File: src/rtl/rx_word_pkg.sv
// rx_word_pkg: shared encodings, default COM symbol and word-length helper for rx_word_assembler.
package rx_word_pkg;
    localparam logic [1:0] DS_8 = 2'b00;
    localparam logic [1:0] DS_16 = 2'b01;
    localparam logic [1:0] DS_32 = 2'b10;
    localparam logic [7:0] COM_SYM_DEFAULT = 8'hBC;
    typedef enum logic {UNALIGNED = 1'b0, ALIGNED = 1'b1} alignState_t;
    function automatic logic [2:0] wordLen(input logic [1:0] ds);
        return ds == DS_16 ? 3'd2 : ds == DS_32 ? 3'd4 : 3'd1;
    endfunction
endpackage

File: src/rtl/rx_word_assembler_align_fsm.sv
// rx_align_fsm: alignment state, consecutive-invalid counter and COM detection for rx_word_assembler.
module rx_align_fsm
    import rx_word_pkg::*;
#(
    parameter logic [7:0] COM_SYM = COM_SYM_DEFAULT,
    parameter int LOSS_THRESH = 4
) (
    input  logic       clkRx,
    input  logic       rst,
    input  logic       enb,
    input  logic [7:0] dataIn,
    input  logic       kIn,
    input  logic       invalidIn,
    input  logic       partial,
    output logic       aligned,
    output logic       comDet,
    output logic       realign,
    output logic       drop,
    output logic       store
);
    alignState_t state, stateNxt;
    logic [3:0] invCnt, invCntNxt;
    always_ff @(posedge clkRx) begin
        if (rst) begin
            state <= UNALIGNED;
            invCnt <= '0;
        end else begin
            state <= stateNxt;
            invCnt <= invCntNxt;
        end
    end
    // drop fires on the symbol that brings the invalid run up to LOSS_THRESH
    always_comb begin
        aligned = state == ALIGNED;
        comDet = enb && kIn && !invalidIn && dataIn == COM_SYM;
        drop = enb && aligned && invalidIn && invCnt == 4'(LOSS_THRESH - 1);
        realign = aligned && comDet && partial;
        store = aligned ? enb && !drop : comDet;
        stateNxt = drop ? UNALIGNED : comDet ? ALIGNED : state;
        invCntNxt = drop ? 4'd0 : (enb && aligned) ? (invalidIn ? invCnt + 4'd1 : 4'd0) : invCnt;
    end
endmodule

File: src/rtl/rx_word_assembler.sv
// rx_word_assembler: COM-aligned 8/16/32-bit word reassembly from decoded symbols.
// Defining RX_PWRCNT_EN enables the saturating output-toggle counter on pwrCnt.
module rx_word_assembler
    import rx_word_pkg::*;
#(
    parameter logic [7:0] COM_SYM = COM_SYM_DEFAULT,
    parameter int LOSS_THRESH = 4
) (
    input  logic        clkRx,
    input  logic        rst,
    input  logic        enb,
    input  logic [1:0]  dataS,
    input  logic [7:0]  dataIn,
    input  logic        k_in,
    input  logic        invalid_in,
    output logic [7:0]  dataOut8,
    output logic [15:0] dataOut16,
    output logic [31:0] dataOut32,
    output logic [3:0]  kMask,
    output logic        valid,
    output logic        aligned,
    output logic        err,
    output logic [31:0] pwrCnt
);
    logic comDet, realign, drop, store, dsChg, partial, complete, wordErr, errBuf;
    logic [1:0] dsEff, dsReg, idx, effIdx;
    logic [2:0] n;
    logic [31:0] wordNxt, wordBuf, out32Nxt;
    logic [15:0] out16Nxt;
    logic [7:0] out8Nxt;
    logic [3:0] kNxt, kBuf, kMaskNxt;
    logic validNxt, errNxt;

    rx_align_fsm #(.COM_SYM(COM_SYM), .LOSS_THRESH(LOSS_THRESH)) uFsm (
        .clkRx(clkRx),
        .rst(rst),
        .enb(enb),
        .dataIn(dataIn),
        .kIn(k_in),
        .invalidIn(invalid_in),
        .partial(partial),
        .aligned(aligned),
        .comDet(comDet),
        .realign(realign),
        .drop(drop),
        .store(store)
    );

    // A width change or any COM restarts the word, so the symbol lands in byte 0
    always_comb begin
        dsEff = dataS == 2'b11 ? DS_8 : dataS;
        n = wordLen(dsEff);
        dsChg = enb && dsEff != dsReg;
        partial = idx != 2'd0 && !dsChg;
        effIdx = (comDet || dsChg) ? 2'd0 : idx;
        wordNxt = (effIdx == 2'd0 ? 32'd0 : wordBuf) | (32'(invalid_in ? 8'h00 : dataIn) << {effIdx, 3'b000});
        kNxt = (effIdx == 2'd0 ? 4'd0 : kBuf) | (4'(k_in && !invalid_in) << effIdx);
        wordErr = (effIdx != 2'd0 && errBuf) || invalid_in;
        complete = store && {1'b0, effIdx} == n - 3'd1;
        validNxt = complete;
        errNxt = (complete && wordErr) || realign;
        out8Nxt = (complete && n == 3'd1) ? wordNxt[7:0] : dataOut8;
        out16Nxt = (complete && n == 3'd2) ? wordNxt[15:0] : dataOut16;
        out32Nxt = (complete && n == 3'd4) ? wordNxt : dataOut32;
        kMaskNxt = complete ? kNxt : kMask;
    end

    always_ff @(posedge clkRx) begin
        if (rst) begin
            dsReg <= DS_8;
            idx <= 2'd0;
            wordBuf <= '0;
            kBuf <= '0;
            errBuf <= 1'b0;
            dataOut8 <= '0;
            dataOut16 <= '0;
            dataOut32 <= '0;
            kMask <= '0;
            valid <= 1'b0;
            err <= 1'b0;
        end else begin
            if (enb) begin
                dsReg <= dsEff;
                idx <= (store && !complete) ? effIdx + 2'd1 : 2'd0;
            end
            if (store) begin
                wordBuf <= wordNxt;
                kBuf <= kNxt;
                errBuf <= wordErr;
            end
            dataOut8 <= out8Nxt;
            dataOut16 <= out16Nxt;
            dataOut32 <= out32Nxt;
            kMask <= kMaskNxt;
            valid <= validNxt;
            err <= errNxt;
        end
    end

`ifdef RX_PWRCNT_EN
    logic [32:0] pwrSum;
    always_comb pwrSum = {1'b0, pwrCnt} + 33'($countones({dataOut8, dataOut16, dataOut32, kMask, valid} ^ {out8Nxt, out16Nxt, out32Nxt, kMaskNxt, validNxt}));
    always_ff @(posedge clkRx) pwrCnt <= rst ? 32'd0 : pwrSum[32] ? 32'hFFFF_FFFF : pwrSum[31:0];
`else
    assign pwrCnt = 32'd0;
`endif
endmodule

File: config.mk
export PLATFORM = sky130hd
export DESIGN_NAME = rx_word_assembler
export DESIGN_NICKNAME = d
export VERILOG_FILES = /design/src/rtl/rx_word_pkg.sv /design/src/rtl/rx_word_assembler_align_fsm.sv /design/src/rtl/rx_word_assembler.sv
export SDC_FILE = /design/constraint.sdc
export NUM_CORES = 1
export LEC_CHECK = 0
export ABC_AREA = 1
export CORE_MARGIN = 2
export CORE_UTILIZATION = 34
export CTS_BUF_LIST = sky130_fd_sc_hd__clkbuf_2
export CTS_CLUSTER_DIAMETER = 60
export DETAILED_ROUTE_END_ITERATION = 10
export HOLD_SLACK_MARGIN = 0.06
export PLACE_DENSITY = 0.57
export REMOVE_ABC_BUFFERS = 1
export SLEW_MARGIN = 10
export SYNTH_ARGS = -nofsm -noshare
export SYNTH_HDL_FRONTEND = slang
export SYNTH_HIERARCHICAL = 1
export SYNTH_SLANG_ARGS = --single-unit
export TNS_END_PERCENT = 100
File: constraint.sdc
create_clock -name clkRx -period 5.75 [get_ports clkRx]
set_input_delay 1.15 -clock clkRx [delete_from_list [all_inputs] [get_ports clkRx]]
set_output_delay 1.15 -clock clkRx [all_outputs]
set_load 0.02 [all_outputs]
# Yosys cells after proc, flatten, opt, wreduce, memory -nomap -nowiden
# Cells that the tools add are included.
# totals
reg_bits,108
inputBits,15
out_inout_bits,95
wordCells,70
# op_classes
add_sub_neg,3
n_eq_ne,10
shifts,2
mux,10
n_bitwise,2
reduce_logical,30
# ops
cell,n
32-bit 2-to-1 mux,1
32-bit OR,1
8-bit by 5-bit << shifter with 32-bit output,1
1-bit logical AND,19
"8-bit equality test, second input constant",1
4-bit 2-to-1 mux,2
8-bit 2-to-1 mux,1
2-bit 2-to-1 mux,3
3-bit 2-to-1 mux,2
"4-bit by 1-bit adder with 4-bit output, second input constant",1
"2-bit equality test, second input constant",2
"4-bit by 2-bit equality test with 1-bit output, second input constant",1
1-bit logical NOT,4
4-bit OR,1
2-bit nonzero test,2
1-bit by 2-bit << shifter with 4-bit output,1
2-bit by 3-bit equality test with 1-bit output,1
"3-bit by 1-bit equality test with 1-bit output, second input constant",1
"3-bit by 2-bit equality test with 1-bit output, second input constant",1
"3-bit equality test, second input constant",1
1-bit logical OR,3
"3-bit by 1-bit subtractor with 3-bit output, second input constant",1
"2-bit by 1-bit adder with 2-bit output, second input constant",1
"2-bit by 1-bit equality test with 1-bit output, second input constant",1
4 further kinds,4

# Logic depth before layout (Yosys ltp)
# Gate-level depths: netlist of the first run.
# logic_depth
word_depth,11
ltp_mapped,17
depth_no_buf,14

# By module
# The synthesis of the first run kept the hierarchy.
# by_module_without_submodules
module,instances,cells_per_inst,area_per_inst_um2,seq_area_each_um2
rx_word_assembler,1,750,5038.6,2062.0
rx_align_fsm,1,53,325.3,100.1

# Least setup slack after synthesis of the first run
# OpenSTA, ideal clock, no wires.
# synth_timing
path_type,input port to flip-flop
start,in dataS[0]
end,reg wordBuf[10]
arrival_time_ns,3.129
slack_ns,2.505
stages,16
path_buffers,4
path_cell_list,inv_1 ha_1 inv_2 nand2_1 nand2_1 nand2_2 nand2_4 nand3_4 buf_6 buf_6 ha_1 clkbuf_1 clkbuf_1 o21ai_0 o21ai_0 inv_1
# synth_via
elab_chain_cells,9
word_cells_on_any_way,10
cone_classes,eq/ne: 2; shift: 1; mux: 3; bitwise: 1; reduce/logical: 3
# synth_rtl
item,line_no,text
from (decl),rx_word_assembler.sv:12,"input logic [1:0] dataS,"
2-bit equality test *,rx_word_assembler.sv:51,dsEff = dataS == 2'b11 ? DS_8 : dataS;
2-bit 2-to-1 mux *,rx_word_assembler.sv:51,
net dsEff[1],rx_word_assembler.sv:26,"logic [1:0] dsEff, dsReg, idx, effIdx;"
2-bit != test *,rx_word_assembler.sv:53,dsChg = enb && dsEff != dsReg;
1-bit logical AND *,rx_word_assembler.sv:53,
1-bit logical OR *,rx_word_assembler.sv:55,effIdx = (comDet || dsChg) ? 2'd0 : idx;
2-bit 2-to-1 mux *,rx_word_assembler.sv:55,
"parallel branches: the longest is 2 deep, another holds 8-bit by 5-bit << shifter with 32-bit output",--,
32-bit OR *,rx_word_assembler.sv:56,"wordNxt = (effIdx == 2'd0 ? 32'd0 : wordBuf) | (32'(invalid_in ? 8'h00 : dataIn) << {effIdx, 3'b000});"
to (signal assigned),rx_word_assembler.sv:87,wordBuf <= wordNxt;
to (decl),rx_word_assembler.sv:28,"logic [31:0] wordNxt, wordBuf, out32Nxt;"
# Mark *: on every way through the listed nets, which the timed path passes.
# A chain may end at the register's enable or synchronous reset.

# Worst setup path in the final report of the first run
# layout_timing
start,in enb
end,reg errBuf
# layout_via
elab_chain_cells,8
word_cells_on_any_way,15
cone_classes,mux: 2; reduce/logical: 13
# layout_rtl
item,line_no,text
from (decl),rx_word_assembler.sv:11,"input logic enb,"
1-bit logical AND * (3 in series),rx_word_assembler_align_fsm.sv:35,comDet = enb && kIn && !invalidIn && dataIn == COM_SYM;
net comDet,rx_word_assembler.sv:25,"logic comDet, realign, drop, store, dsChg, partial, complete, wordErr, errBuf;"
1-bit logical OR,rx_word_assembler.sv:55,
2-bit 2-to-1 mux,rx_word_assembler.sv:55,
2-bit nonzero test,rx_word_assembler.sv:58,wordErr = (effIdx != 2'd0 && errBuf) || invalid_in;
1-bit logical AND,rx_word_assembler.sv:58,
1-bit logical OR,rx_word_assembler.sv:58,
to (signal assigned),rx_word_assembler.sv:89,errBuf <= wordErr;
to (decl),rx_word_assembler.sv:25,
# The timed path passes the listed nets; every way through them passes the cells marked *.

==> results.cfg, run 1 <==
[run_status]
status = complete, no violations

[grt]
track_usage_pct = 14.81
grt_pass1_wl_um = 19710
grt_start_max_net_pins = 71
grt_pass1_vias = 4032
grt_overflow = 0
antenna_found_initial = 1

[routing]
drt-initial-drc-count = 258
drt-pass1-iter-count = 4
drc_errors = 0
vias_per_cell = 4.182
wl_per_cell_um = 11.21
via_count = 4496
final_antenna_net_count = 0
wl_um = 12050

[floorplanning]
row_count = 45
initial_core_util_pct = 35.00
die_x_um = 129.6
die-area_mm2 = 0.01679
die_h_um = 129.6
core_area_mm2 = 0.01531
ios = 110

[critical_path]
cpLargestDelayFamily = buffers and inverters
critPathLaunchType = input pin
cpPeakStageDelay_ps = 730
path_cells = clkdlybuf4s50_1 > nand2_1 > nor2_1 > nand3_1 > inv_1 > inv_1 > nand3_2 > ha_1 > buf_4 > inv_1 > a21oi_1 > nand2_1 > o211ai_1 > inv_1
critPathSlowestCell = clkdlybuf4s50_1
critical_path_arrival_ps = 4170
crit_type = input pin to flop
required_ps = 6280
regToRegSetupSlack_ps = 3250
end_kind = flop
worst-path-buf-inv = 6
crit_path_max_fanout = 21
crit_top_cell = inv_1

[finish]
n_fill_cell = 1689
final_common_cell = nand2_1
layout-drive-gt1-share_pct = 5.568
area_delta_synth_final_pct = 17.44
nets = 879
instances_no_fill = 1075
final_cell_mix = nand2_1 (168), inv_1 (146), nor2_1 (134)

[sta]
fmax_mhz = 274.9
rsz0062_at_grt = false
final-hold-violation-count = 0
slew_headroom_pct = 54.95
finalCritPeriodShare_pct = 63.26
finalWorstSetupSlack_ps = 2113
slew_violations = 0
min_period_ps = 3637
max_slew.worst_pin.slew_ps = 675.7
final.setup.tns_ps = 0
finClkSkew_ps = 43.43
setup_viol = 0

[power]
powerDensity_mw_per_mm2 = 205.7
leakagePower_nw = 3.190
peakVddDrop_v = 0.0001076

[clocking]
cts_sinks = 108
cts_buffer_depth = 2
root_buffer = clkbuf_2
post_cts_resized = 0
clk_pin_slew_ps = 270
cts_made_buffers = 9
cts_hold_repair.buffers = 0
post-cts-setup-buffers = 0
cts_tree = built
cts.htree.levels = 3
insertion_delay_ps = 630

[placed_design]
place.gp.congestion = 0.8223
dp.cells = 1058
portBuffers = 77
pre_cts_slack_ps = 1434
dp_hpwl_um = 8197

[yosys]
syn_area_mm2 = 0.005360
yosys_warnings = 6
syn_inst = 802
avgSynthCellArea_um2 = 6.683

[hold_path]
worstHoldPathType = flop to flop

[job]
max_cap_viol_count = 0
==> layer usage <==
metal	track usage [%]	wire, um
met5	0	0
met4	5.882	218
met3	2.808	483
met2	23.47	5396
met1	19.93	5949
==> path summary, 6_finish.rpt <==
| path | start | end | depth (start not counted) |
|---|---|---|---|
| setup / recovery | enb | errBuf | 14 |
| setup reg to reg | dsReg[0] | errBuf | 13 |
| hold reg to reg | kMask[0] | kMask[0] | 2 |
| hold / removal | kMask[0] | kMask[0] | 2 |
==> tightest hold or removal path: stages, from the launching register on <==
cell and delay, ps:
dfxtp_1 380, nand2_1 60, a21oi_1 50
==> layout make-up <==
class | instances | area (um2) | share of cell area [%]
Clock buffer | 10 | 50.05 | 0.7951
Tap cell | 211 | 264.0 | 4.194
Inverter | 154 | 578.1 | 9.183
Multi-Input combinational cell | 501 | 2305 | 36.61
Antenna cell | 2 | 5.005 | 0.07951
Timing Repair Buffer | 84 | 823.3 | 13.08
Clock inverter | 5 | 107.6 | 1.709
Sequential cell | 108 | 2162 | 34.35
==> flip-flops by register name, indices dropped and copies added, names as in the netlist <==
name and count:
valid 1, errBuf 1, dataOut8 8, dataOut16 16
wordBuf 32, idx 2, uFsm/invCnt 4, uFsm/aligned 1
dsReg 2, kMask 4, kBuf 4, err 1
dataOut32 32
==> power by group <==
| group | total (mW) | internal, mW | switching, mW | leakage, nW |
|---|---|---|---|---|
| registers | 0.755 | 0.754 | 0.00131 | 0.870 |
| logic | 0.0892 | 0.0222 | 0.0669 | 2.23 |
| clock network | 0.451 | 0.190 | 0.261 | 0.0930 |
==> metrics by stage <==
stage / util, % / area (um2) / hold slack [ps] / total power, mW
2_1_floorplan: - / 5045 / 449.5 / 0.8242
3_3_place_gp: 40.04 / 6132 / 466.7 / 0.8569
3_5_place_dp: 40.04 / 6132 / 464.2 / 0.8573
4_1_cts: 41.07 / 6290 / 493.8 / 1.318
5_1_grt: 41.09 / 6292 / 515.1 / 1.349
6_report: 41.10 / 6295 / 488.0 / 1.295
(Power assumes the default switching activity.)
==> run 2, diff against run 1 <==
==> constraint.sdc (replaced) <==
create_clock -name clkRx -period 3.5 [get_ports clkRx]
set_input_delay 0.7 -clock clkRx [delete_from_list [all_inputs] [get_ports clkRx]]
set_output_delay 0.7 -clock clkRx [all_outputs]
set_load 0.02 [all_outputs]
==> results.cfg, run 2 (same netlist as run 1, synthesis figures left out) <==
[grt]
busiest_layer = met2
use_met3_pct = 2.601
track_usage_pct = 15.00
grt_start_max_net_pins = 71
grtUsageMet2_pct = 23.68
grt_overflow = 0
grt_pass1_wl_um = 19970
grt_use_met1_pct = 20.55
antenna_found_initial = 1
grt_pass1_vias = 4039

[clocking]
post-cts-setup-buffers = 0
cts_buffer_depth = 2
root_buffer = clkbuf_2
insertion_delay_ps = 620
clk_pin_slew_ps = 280
post_cts_resized = 0
cts.htree.levels = 3
cts_made_buffers = 9
cts_hold_repair.buffers = 0
cts_tree = built
cts_sinks = 108

[hold_path]
hold_depth = 2
worstHoldStart = kMask[1]
worstHoldPathType = flop to flop
min_to = kMask[1]

[floorplanning]
initial_core_util_pct = 35.00
die-area_mm2 = 0.01679
ios = 110
row_count = 45
core_area_mm2 = 0.01531
die_x_um = 129.6
die_h_um = 129.6

[sta]
fin_hold_ws_ps = 497.7
finalWorstSetupSlack_ps = 1047
slew_violations = 0
final-hold-violation-count = 0
finClkSkew_ps = 42.92
max_slew.worst_pin.slew_ps = 605.8
fmax_mhz = 407.6
finalCritPeriodShare_pct = 70.10
rsz0062_at_grt = false
final.setup.tns_ps = 0
setup_viol = 0
min_period_ps = 2453
slew_headroom_pct = 59.62

[finish]
area_delta_synth_final_pct = 18.49
final_common_cell = nand2_1
layout-drive-gt1-share_pct = 6.113
instances_no_fill = 1079
nets = 884
final_cell_mix = nand2_1 (168), inv_1 (146), nor2_1 (134)
reg_top3 = dataOut32 (32), wordBuf (32), dataOut16 (16)

[critical_path]
critPathLaunchType = flop
critPathSlowestCell = clkdlybuf4s50_1
cpLargestDelayFamily = buffers and inverters
critical_path_arrival_ps = 1750
crit_type = flop to primary output
r2r_end = wordBuf[9]
end_kind = primary output
cpPeakStageDelay_ps = 650
reg2reg_depth = 12
required_ps = 2800
worst-path-buf-inv = 1
path_cells = clkdlybuf4s50_1
crit_path_max_fanout = 6
crit-reg2reg-launch = uFsm/invCnt[0]
regToRegSetupSlack_ps = 1340

[power]
p_int_mw = 1.521
powerDensity_mw_per_mm2 = 325.8
comb_power_share_pct = 7.3
seq_power_share_pct = 60.0
power.net_switching_uw = 547.8
leakagePower_nw = 3.217
swShare_pct = 26.48
peakVddDrop_v = 0.0001332
clockPowerShare_pct = 32.7

[routing]
via_count = 4531
wl_um = 12130
drt-initial-drc-count = 225
drc_errors = 0
vias_per_cell = 4.199
wl_per_cell_um = 11.24
drt-pass1-iter-count = 4
final_antenna_net_count = 0

[placed_design]
dp_hpwl_um = 8299
dp.cells = 1063
portBuffers = 77
pre_cts_slack_ps = 492.3
place.gp.congestion = 0.7668

[run_status]
status = complete, no violations

[job]
max_cap_viol_count = 0
## run 2: cell count changes in the layout (fill, tap and decap cells not counted), sizes merged
cell,change
clkinv,+1
buf,+5
clkinvlp,+1
diode,-1
clkbuf,-1
bufinv,-1
## run 2: tightest hold or removal path: cells and delay by family (launching register included)
kind,cells,cell delay (ps)
AO/OA/AOI/OAI,1,60
flip-flops,1,380
AND/OR/NAND/NOR,1,60
## run 2: how the worst max path moves through the flow
stage                            start       endpoint  slack [ps]  cells past startpoint
final                     uFsm/aligned        aligned        1050                      1
after global routing          dataS[0]  dataOut32[15]         920                     14
after CTS                 uFsm/aligned        aligned         960                      1
after detailed placement      dataS[0]  dataOut32[30]         490                     14
after global placement        dataS[0]  dataOut32[15]         490                     14
after floorplan             invalid_in        kBuf[3]         140                      9
## run 2: layout make-up
class / instances / area [um2]
Inverter: 154 / 578.1
Multi-Input combinational cell: 501 / 2305
Sequential cell: 108 / 2162
Tap cell: 211 / 264.0
Clock buffer: 9 / 45.04
Antenna cell: 1 / 2.502
Timing Repair Buffer: 89 / 898.4
Clock inverter: 6 / 96.34
Fill cell: 1667 / 8964
## run 2: per-stage QoR
| stage | total power, mW | cell area [um2] | utilization [%] |
|---|---|---|---|
| final | 2.069 | 6351 | 41.47 |
| after global routing | 2.169 | 6351 | 41.47 |
| after CTS | 2.107 | 6349 | 41.45 |
| after detailed placement | 1.413 | 6207 | 40.53 |
| after global placement | 1.413 | 6207 | 40.53 |
| after floorplan | 1.354 | 5045 | - |
## run 2: power by group through the flow
stage | registers (mW) | clock network, mW | logic [mW]
after floorplan | 1.26 | 0 | 0.0931
after global placement | 1.26 | 0 | 0.152
after detailed placement | 1.26 | 0 | 0.152
after CTS | 1.24 | 0.713 | 0.153
after global routing | 1.24 | 0.756 | 0.170
final | 1.24 | 0.676 | 0.152
## run 2: routing by layer
| layer | routed length (um) | vias up | share of wire (%) |
|---|---|---|---|
| met3 | 457 | 15 | 3.8 |
| met5 | 0 | - | 0 |
| met1 | 6110 | 1943 | 50 |
| met4 | 235 | 0 | 1.9 |
| met2 | 5329 | 97 | 44 |
| li1 | - | 2476 | - |
==> run 3, diff against run 2 <==
--- a/config.mk
+++ b/config.mk
@@ -12,7 +12,7 @@
 export CTS_CLUSTER_DIAMETER = 60
 export DETAILED_ROUTE_END_ITERATION = 10
 export HOLD_SLACK_MARGIN = 0.06
-export PLACE_DENSITY = 0.57
+export PLACE_DENSITY = 0.59
 export REMOVE_ABC_BUFFERS = 1
 export SLEW_MARGIN = 10
 export SYNTH_ARGS = -nofsm -noshare
==> constraint.sdc (replaced) <==
create_clock -name clkRx -period 2 [get_ports clkRx]
set_input_delay 0.4 -clock clkRx [delete_from_list [all_inputs] [get_ports clkRx]]
set_output_delay 0.4 -clock clkRx [all_outputs]
set_load 0.02 [all_outputs]
==> results.cfg, run 3 (same netlist as run 1, synthesis figures left out) <==
[sta]
min_period_ps = 1898
setup_viol = 0
finalWorstSetupSlack_ps = 101.7
final-hold-violation-count = 0
fmax_mhz = 526.8
finClkSkew_ps = 18.06
slew_violations = 0
finalCritPeriodShare_pct = 94.91
rsz0062_at_grt = false

[power]
swShare_pct = 28.29
comb_power_share_pct = 9.6
leakagePower_nw = 3.847
clockPowerShare_pct = 27.3
p_int_mw = 2.466
peakVddDrop_v = 0.0002351
power.net_switching_uw = 972.8
powerDensity_mw_per_mm2 = 505.5
seq_power_share_pct = 63.1

[finish]
layout-drive-gt1-share_pct = 13.04
instances_no_fill = 1141
final_cell_mix = nand2_1 (168), inv_1 (146), nor2_1 (133)
nets = 944
fin_util_pct = 44.41
area_delta_synth_final_pct = 26.89
n_fill_cell = 1662
reg_top3 = dataOut32 (32), wordBuf (32), dataOut16 (16)
final_area_mm2 = 0.006802
final_common_cell = nand2_1

[routing]
drt-pass1-iter-count = 4
wl_per_cell_um = 11.48
drc_errors = 0
drt-initial-drc-count = 257
final_antenna_net_count = 0
via_count = 4811
vias_per_cell = 4.216
wl_um = 13100

[clocking]
cts_sinks = 108
post-cts-setup-buffers = 0
cts_made_buffers = 9
cts_buffer_depth = 2
insertion_delay_ps = 630
cts_tree = built
cts_hold_repair.buffers = 0
root_buffer = clkbuf_2
cts.htree.levels = 3
clk_pin_slew_ps = 280

[critical_path]
crit_path_max_fanout = 11
critPathLaunchType = input pin
regToRegSetupSlack_ps = 140
required_ps = 2560
crit_type = input pin to flop
critical_path_arrival_ps = 2460
end_kind = flop

[placed_design]
dp.cells = 1122
dp_hpwl_um = 9035
place.gp.congestion = 0.7991
pre_cts_slack_ps = -673.9
portBuffers = 77
placed_area_mm2 = 0.006700

[floorplanning]
ios = 110
initial_core_util_pct = 35.00
core_area_mm2 = 0.01531
die-area_mm2 = 0.01679
die_h_um = 129.6
die_x_um = 129.6
row_count = 45

[run_status]
status = complete, no violations

[grt]
grt_pass1_wl_um = 20670
antenna_found_initial = 2
grt_start_max_net_pins = 71
grt_overflow = 0
grt_pass1_vias = 4238
track_usage_pct = 15.57

[hold_path]
worstHoldPathType = input pin to flop

[job]
max_cap_viol_count = 0
-- run 3: cell types whose count changed in the layout (fill, tap and decap cells not counted), moves of 3 or more --
cell,change
buf_12,+4
buf_4,+54
clkdlybuf4s50_1,-65
dlygate4sd2_1,+63
o22ai_2,-3
o22ai_4,+4
-- run 3: worst paths after layout --
path	startpoint	to	depth (start not counted)
max	enb	wordBuf[22]	13
min	dataS[0]	dsReg[0]	4
max reg2reg	uFsm/invCnt[1]	dataOut16[9]	13
min reg2reg	kMask[0]	kMask[0]	2
-- run 3: worst max-delay path, cell delays in order --
cell and delay (ps):
clkdlybuf4s50_1 500, nand2_1 60, nor2_1 180, nand3_1 160
inv_1 80, inv_1 90, nand3_4 120, ha_2 200
buf_4 200, buf_4 160, o22ai_1 90, o21ai_0 160
inv_1 50
-- run 3: layout make-up --
type / instances / area (um2) / area share, %
Timing Repair Buffer: 149 / 1346 / 19.79
Antenna cell: 2 / 5.005 / 0.07358
Multi-Input combinational cell: 501 / 2350 / 34.55
Tap cell: 211 / 264.0 / 3.882
Inverter: 154 / 581.8 / 8.554
Clock buffer: 11 / 55.05 / 0.8094
Clock inverter: 5 / 35.03 / 0.5151
Sequential cell: 108 / 2165 / 31.82
-- run 3: power by group through the flow --
stage | sequential [mW] | combinational [mW] | clock [mW]
floorplan | 2.21 | 0.163 | 0
global placement | 2.21 | 0.321 | 0
detailed placement | 2.21 | 0.322 | 0
CTS | 2.17 | 0.322 | 0.991
global route | 2.17 | 0.362 | 1.07
finish | 2.17 | 0.329 | 0.939
-- run 3: metal layers --
metal	global-route usage, %	up-vias	part of all wire [%]
met1	21.00	2114	48
li1	-	2594	-
met4	5.882	0	1.8
met3	2.684	13	4.0
met2	24.98	90	46
met5	0	-	0
-- run 3: through the flow --
step	setup TNS, ps	hold slack [ps]	total power, mW
after floorplan	-61180	449.5	2.369
after global placement	-54770	472.0	2.528
after detailed placement	-58400	474.8	2.529
after global routing	0	274.6	3.605
final	0	286.1	3.438
after CTS	0	497.7	3.485
-- run 3: timing repair --
action / 4_1_cts / 5_1_grt
hold endpoints to repair: 0 / 0
resized for setup: 64 / 15
pin swaps: 0 / 1
endpoints found under the setup margin: 63 / 86
gates cloned: 0 / 1
